[src/rtl/port_prioritizer.sv]
// rtl/port_prioritizer.sv - packs three original-port requests into three prioritized memory lanes
//
// Purpose:
//   Each cycle the valid requests on ports 1..3 are scanned in a rotating
//   priority order and packed contiguously into lanes 1..3. Lane 1 has the
//   highest priority inside the memory. Each lane carries the ID of the port
//   that drives it. A per-lane delay line returns that ID aligned with the
//   memory read data. The delay line returns INVALID for writes and idle lanes.
//   A saturating counter records cycles with same-address write conflicts.
//
// Configuration:
//   PORT_PRIO_ROTATE_EN  defined   : round-robin priority, rotation pointer register
//                        undefined : fixed order 1 > 2 > 3, no rotation register
//
// Ports (n = 1,2,3):
//   clk, rst_n               clock, asynchronous active-low reset
//   portn_valid_in/wen_in    request present / write enable on original port n
//   portn_addr_in/wdata_in   request address / write data on original port n
//   portn_valid_out/wen_out  lane n carries a request / lane n write enable
//   portn_addr_out/wdata_out lane n address / write data
//   portn_orig_id_out        original port driving lane n (0 = none)
//   portn_rsp_orig_id        original port owning lane n read data, READ_LATENCY later
//   conflict_cnt             saturating count of same-address write-conflict cycles
//
// ID encoding: 0 = invalid, 1/2/3 = original port 1/2/3.

module port_prioritizer #(
  parameter int ADDR_WIDTH   = 8,
  parameter int DATA_WIDTH   = 8,
  parameter int READ_LATENCY = 1
) (
  input  logic                  clk,
  input  logic                  rst_n,

  input  logic                  port1_valid_in,
  input  logic                  port1_wen_in,
  input  logic [ADDR_WIDTH-1:0] port1_addr_in,
  input  logic [DATA_WIDTH-1:0] port1_wdata_in,
  input  logic                  port2_valid_in,
  input  logic                  port2_wen_in,
  input  logic [ADDR_WIDTH-1:0] port2_addr_in,
  input  logic [DATA_WIDTH-1:0] port2_wdata_in,
  input  logic                  port3_valid_in,
  input  logic                  port3_wen_in,
  input  logic [ADDR_WIDTH-1:0] port3_addr_in,
  input  logic [DATA_WIDTH-1:0] port3_wdata_in,

  output logic                  port1_valid_out,
  output logic                  port1_wen_out,
  output logic [ADDR_WIDTH-1:0] port1_addr_out,
  output logic [DATA_WIDTH-1:0] port1_wdata_out,
  output logic [1:0]            port1_orig_id_out,
  output logic [1:0]            port1_rsp_orig_id,
  output logic                  port2_valid_out,
  output logic                  port2_wen_out,
  output logic [ADDR_WIDTH-1:0] port2_addr_out,
  output logic [DATA_WIDTH-1:0] port2_wdata_out,
  output logic [1:0]            port2_orig_id_out,
  output logic [1:0]            port2_rsp_orig_id,
  output logic                  port3_valid_out,
  output logic                  port3_wen_out,
  output logic [ADDR_WIDTH-1:0] port3_addr_out,
  output logic [DATA_WIDTH-1:0] port3_wdata_out,
  output logic [1:0]            port3_orig_id_out,
  output logic [1:0]            port3_rsp_orig_id,

  output logic [15:0]           conflict_cnt
);

  localparam logic [1:0] ORIG_PORT_INVALID_ID = 2'd0;
  localparam logic [1:0] ORIG_PORT_1_ID       = 2'd1;
  localparam logic [1:0] ORIG_PORT_3_ID       = 2'd3;

  // Successor in the cyclic order 1 -> 2 -> 3 -> 1.
  function automatic logic [1:0] next_id(input logic [1:0] id);
    return (id == ORIG_PORT_3_ID) ? ORIG_PORT_1_ID : id + 2'd1;
  endfunction

  // Requests gathered into arrays; index 0 is original port 1.
  logic [2:0]                 req_v;
  logic [2:0]                 req_w;
  logic [2:0][ADDR_WIDTH-1:0] req_a;
  logic [2:0][DATA_WIDTH-1:0] req_d;

  assign req_v = {port3_valid_in, port2_valid_in, port1_valid_in};
  assign req_w = {port3_wen_in, port2_wen_in, port1_wen_in};
  assign req_a = {port3_addr_in, port2_addr_in, port1_addr_in};
  assign req_d = {port3_wdata_in, port2_wdata_in, port1_wdata_in};

  // Lane state; index 0 is lane 1.
  logic [2:0]                 lane_v_d, lane_v_q;
  logic [2:0]                 lane_w_d, lane_w_q;
  logic [2:0][ADDR_WIDTH-1:0] lane_a_d, lane_a_q;
  logic [2:0][DATA_WIDTH-1:0] lane_d_d, lane_d_q;
  logic [2:0][1:0]            lane_id_d, lane_id_q;

  logic [1:0] rr_ptr;

`ifdef PORT_PRIO_ROTATE_EN
  logic [1:0] rr_d, rr_q;
  logic       contention;

  assign contention = (req_v[0] & req_v[1]) | (req_v[0] & req_v[2]) | (req_v[1] & req_v[2]);

  // The port that just won lane 1 drops to the lowest priority under contention.
  always_comb begin
    rr_d = rr_q;
    if (contention) begin
      rr_d = next_id(lane_id_d[0]);
    end
  end

  always_ff @(posedge clk or negedge rst_n) begin
    if (!rst_n) begin
      rr_q <= ORIG_PORT_1_ID;
    end else begin
      rr_q <= rr_d;
    end
  end

  assign rr_ptr = rr_q;
`else
  assign rr_ptr = ORIG_PORT_1_ID;
`endif

  // Scan ports starting at rr_ptr. Each valid one takes the next free lane,
  // so the occupied lanes are always contiguous from lane 1.
  always_comb begin
    logic [1:0] fill;
    logic [1:0] pid;
    logic [1:0] idx;
    lane_v_d  = '0;
    lane_w_d  = '0;
    lane_a_d  = '0;
    lane_d_d  = '0;
    lane_id_d = '0;
    fill      = 2'd0;
    pid       = rr_ptr;
    idx       = 2'd0;
    for (int k = 0; k < 3; k++) begin
      idx = pid - 2'd1;
      if (req_v[idx]) begin
        lane_v_d[fill]  = 1'b1;
        lane_w_d[fill]  = req_w[idx];
        lane_a_d[fill]  = req_a[idx];
        lane_d_d[fill]  = req_d[idx];
        lane_id_d[fill] = pid;
        fill            = fill + 2'd1;
      end
      pid = next_id(pid);
    end
  end

  always_ff @(posedge clk or negedge rst_n) begin
    if (!rst_n) begin
      lane_v_q  <= '0;
      lane_w_q  <= '0;
      lane_a_q  <= '0;
      lane_d_q  <= '0;
      lane_id_q <= '0;
    end else begin
      lane_v_q  <= lane_v_d;
      lane_w_q  <= lane_w_d;
      lane_a_q  <= lane_a_d;
      lane_d_q  <= lane_d_d;
      lane_id_q <= lane_id_d;
    end
  end

  // Conflict detection. Any matching pair flags the cycle, so a triple match counts once.
  logic [2:0]  req_wr;
  logic        conflict;
  logic [15:0] cnt_d, cnt_q;

  assign req_wr   = req_v & req_w;
  assign conflict = (req_wr[0] & req_wr[1] & (req_a[0] == req_a[1])) |
                    (req_wr[0] & req_wr[2] & (req_a[0] == req_a[2])) |
                    (req_wr[1] & req_wr[2] & (req_a[1] == req_a[2]));

  always_comb begin
    cnt_d = cnt_q;
    if (conflict && (cnt_q != 16'hFFFF)) begin
      cnt_d = cnt_q + 16'd1;
    end
  end

  always_ff @(posedge clk or negedge rst_n) begin
    if (!rst_n) begin
      cnt_q <= '0;
    end else begin
      cnt_q <= cnt_d;
    end
  end

  // Response ID delay line. It is fed from the registered lane IDs, so the last stage
  // lines up with read data READ_LATENCY cycles after the lane outputs. Only reads
  // produce read data, so write and idle lanes enter as INVALID.
  logic [2:0][1:0] rsp_src;
  logic [2:0][1:0] dly_q [READ_LATENCY];

  always_comb begin
    rsp_src = '0;
    for (int l = 0; l < 3; l++) begin
      rsp_src[l] = (lane_v_q[l] && !lane_w_q[l]) ? lane_id_q[l] : ORIG_PORT_INVALID_ID;
    end
  end

  always_ff @(posedge clk or negedge rst_n) begin
    if (!rst_n) begin
      for (int i = 0; i < READ_LATENCY; i++) begin
        dly_q[i] <= '0;
      end
    end else begin
      dly_q[0] <= rsp_src;
      for (int i = 1; i < READ_LATENCY; i++) begin
        dly_q[i] <= dly_q[i-1];
      end
    end
  end

  assign port1_valid_out   = lane_v_q[0];
  assign port1_wen_out     = lane_w_q[0];
  assign port1_addr_out    = lane_a_q[0];
  assign port1_wdata_out   = lane_d_q[0];
  assign port1_orig_id_out = lane_id_q[0];
  assign port1_rsp_orig_id = dly_q[READ_LATENCY-1][0];

  assign port2_valid_out   = lane_v_q[1];
  assign port2_wen_out     = lane_w_q[1];
  assign port2_addr_out    = lane_a_q[1];
  assign port2_wdata_out   = lane_d_q[1];
  assign port2_orig_id_out = lane_id_q[1];
  assign port2_rsp_orig_id = dly_q[READ_LATENCY-1][1];

  assign port3_valid_out   = lane_v_q[2];
  assign port3_wen_out     = lane_w_q[2];
  assign port3_addr_out    = lane_a_q[2];
  assign port3_wdata_out   = lane_d_q[2];
  assign port3_orig_id_out = lane_id_q[2];
  assign port3_rsp_orig_id = dly_q[READ_LATENCY-1][2];

  assign conflict_cnt = cnt_q;

endmodule

[config.mk]
export PLATFORM = sky130hd
export DESIGN_NAME = port_prioritizer
export DESIGN_NICKNAME = d
export VERILOG_FILES = /design/src/rtl/port_prioritizer.sv
export SDC_FILE = /design/constraint.sdc
export NUM_CORES = 1
export LEC_CHECK = 0
export BUFFER_PORTS_ARGS = -buffer_cell sky130_fd_sc_hd__buf_2
export CORE_ASPECT_RATIO = 0.75
export CORE_MARGIN = 1
export CORE_UTILIZATION = 52
export CTS_CLUSTER_DIAMETER = 150
export DETAILED_ROUTE_END_ITERATION = 8
export PLACE_DENSITY = 0.93
export SLEW_MARGIN = 5
export SYNTH_ARGS = -nofsm -noshare
export SYNTH_HDL_FRONTEND = slang
export SYNTH_SLANG_ARGS = --single-unit
[constraint.sdc]
create_clock -name clk -period 4.6 [get_ports clk]
set_clock_uncertainty 0.15 [all_clocks]
set_input_delay 0 -clock clk [delete_from_list [all_inputs] [get_ports clk]]
set_output_delay 0 -clock clk [all_outputs]
set_load 0.05 [all_outputs]
==> results.toml <==
[clock_tree]
cts_buffer_depth = 2
ctsRootBufferMaster = "clkbuf_8"
clkTransAtPathRegs_ns = 0.09
cts_tree = "done"
cts.sinks = 78
cts_resized = 0
htreeDepth = 3
cts_made_buffers = 9
clk_latency_ns = 0.35

[synth]
yosys_most_used_dff = "dfrtp_1"
synth.area.mux_share_pct = 1.613
synth_top_family_by_area = "simple AND/OR/NAND/NOR gates"
synth_edf_count = 0
yosys-top-cells-area = "dfrtp_1 56%, xor2_1 5.5%, a22o_1 4.3%"
synth-simple-area-share_pct = 16.13
seq_area_frac_synth_pct = 55.91
synth_cell_types = 37
synth_area_mm2 = 0.003491
yosysTopAreaCell = "dfrtp_1"
synth-xor-area-share_pct = 9.247
synth_top_area_share_pct = 55.91
synth_fa_ha_area_share_pct = 2.509
synth-compound-area-share_pct = 12.08
syn_nets = 364
async_flop_share_pct = 100.0
synthCells = 301
avgSynthCellArea_um2 = 11.60
ys_ff_latch = 78
ys_warn_count = 0

[floorplan]
die_w_um = 96.61
start_util_pct = 54.71
die-area_mm2 = 0.007048
ios = 138
rows = 25
core_mm2 = 0.006381
die_y_um = 72.96

[status]
outcome = "completed"

[place]
numPortBuffers = 137
routabilityCongestion = 0.8568
place_hpwl_um = 6506

[detailed_routing]
viasPerCell = 5.969
ant_nets = 0
wirelength_um = 11970
drt_iter0_drc = 185
drtPass1Iterations = 5
vias = 3468
drc = 0
wl_per_cell_um = 20.60

[worst_setup_path]
arrival_ns = 3.86
cp-end-kind = "register"
cp_max_fo = 23
cp-start-kind = "input pin"
path_class = "in -> reg"
cp.required_ns = 4.74

[grt]
track_usage_pct = 35.80
overflow = 0
grt_pass1_wl_um = 18990
grt_start_max_net_pins = 79
grt_pass1_vias = 3651
antenna_found_initial = 0

[final_layout]
nets = 558
drive_above_1_share_pct = 32.80
final_common_cell = "buf_2"
num_antenna_cells = 0
area_delta_synth_final_pct = 46.09
final_cell_mix = "136 x buf_2, 78 x dfrtp_1, 63 x dlygate4sd3_1"

[sta]
min_period_over_period_pct = 80.80
slew_headroom_pct = 13.34
max_freq_mhz = 269.0
fin_crit_ns = 3.717
hold_viol_final = 0
rsz0062_at_grt = "false"
maxSlewViolCount = 0
worst-slew-pin-transition_ns = 1.295
hold_ws_ns = 0.1981
tns_ns = 0
finalSetupViolations = 0

[power]
leakagePower_nw = 2.713
clkPwrFrac_pct = 37.9
power_switching_uw = 556.3
irDropWorstVdd_uv = 219.4
switching_share_pct = 30.55
combPwrFrac_pct = 21.7
p_int_mw = 1.265
report.power.total_mw = 1.821
seq_power_share_pct = 40.4
power_density_mw_per_mm2 = 357.1

[job]
drv_cap = 0

[hold_path]
min_path_type = "in -> async"
==> critical path, stage by stage <==
cell	delay (ns)
dlygate4sd3_1	0.56
buf_2	0.42
inv_1	0.23
ha_1	0.33
and2_1	0.42
nor3_2	1.05
a22o_1	0.26
dlygate4sd3_1	0.57
==> path summary, 6_finish.rpt <==
check                                            startpoint  slack (ns)                             end  cells after the start
max in group asynchronous                             rst_n        3.47     conflict_cnt[9]$_DFFE_PN0P_                      2
worst min-delay path                                  rst_n        0.20     port1_addr_out[7]$_DFF_PN0_                      2
worst max register to register  conflict_cnt[0]$_DFFE_PN0P_        2.28     conflict_cnt[4]$_DFFE_PN0P_                      7
worst max-delay path                         port1_valid_in        0.88     port2_addr_out[6]$_DFF_PN0_                      8
min in group clk                          port2_wdata_in[3]        0.28    port2_wdata_out[3]$_DFF_PN0_                      3
worst min register to register        lane_w_q[2]$_DFF_PN0_        0.31  port3_rsp_orig_id[0]$_DFF_PN0_                      1
==> synth_stat cells (2+ instances only) <==
| cell type | number |
|---|---|
| dfrtp_1 | 78 |
| nand2_1 | 28 |
| xor2_1 | 22 |
| and3_1 | 19 |
| o21ai_0 | 18 |
| a22o_1 | 17 |
| a22oi_1 | 16 |
| xnor2_1 | 13 |
| clkbuf_1 | 12 |
| nor2_1 | 11 |
| nand3_1 | 9 |
| nand4_1 | 8 |
| ha_1 | 7 |
| nor3_1 | 5 |
| and2_1 | 4 |
| buf_4 | 4 |
| mux2_1 | 4 |
| a21oi_1 | 2 |
| and3b_1 | 2 |
| inv_1 | 2 |
| nand2b_1 | 2 |
| nor2b_1 | 2 |
| or2_2 | 2 |
==> registers in the layout, indices dropped and copies added, names as in the netlist, 2 cells and up <==
register,flops
conflict_cnt,16
lane_v_q,2
lane_w_q,3
port1_addr_out,8
port1_orig_id_out,2
port1_rsp_orig_id,2
port1_wdata_out,8
port2_addr_out,8
port2_rsp_orig_id,2
port2_wdata_out,8
port3_addr_out,8
port3_wdata_out,8
==> power by group through the flow <==
stage          clock network, mW  logic, mW  registers, mW
2_1_floorplan                  0     0.0798          0.880
6_report                   0.691      0.395          0.736
3_3_place_gp                   0      0.317          0.745
3_5_place_dp                   0      0.326          0.746
5_1_grt                    0.721      0.413          0.738
4_1_cts                    0.684      0.380          0.733
==> what timing repair did <==
| item | CTS | global route |
|---|---|---|
| endpoints found under the hold margin | 133 | 0 |
| setup buffers | 0 | 0 |
| endpoints found under the setup margin | 0 | 0 |
| hold buffers | 63 | 0 |
==> logic make-up (layout without fill, tap and decap cells) <==
logic type	Yosys count	in the layout
AOI/OAI and AO/OA	55	55
xor gates and xnor gates	36	36
adders and majority gates	7	7
buffers and inverters	19	218
DFF	78	78
muxes	5	5
and+or+nand+nor	101	101
==> cell type report <==
class                      count  area [um^2]
multi-input combinational    204         1451
fill                         369         1281
timing repair buffer         200         1319
clock inverter                 7        145.1
inverter                       2        7.507
sequential                    78         1952
tap                           81        101.3
clock buffer                   9        123.9
==> per-layer routing <==
layer	wire length [um]	share of wire (%)	global-route usage, %
met5	0	0	0
met4	572	4.8	20.90
met3	893	7.5	8.716
met2	6221	52	64.79
met1	4284	36	39.19
==> stage by stage <==
| stage | cells | util [%] | area, um^2 | worst slack [ns] |
|---|---|---|---|---|
| after CTS | 581 | 79.92 | 5100 | 1.092 |
| after global routing | 581 | 79.92 | 5100 | 0.7088 |
| final | 581 | 79.92 | 5100 | 0.8830 |
| after detailed placement | 502 | 65.82 | 4200 | 1.841 |
| after global placement | 502 | 65.82 | 4200 | 2.091 |
| after floorplan | 301 | - | 3491 | 2.117 |
(Power assumes the default switching activity.)
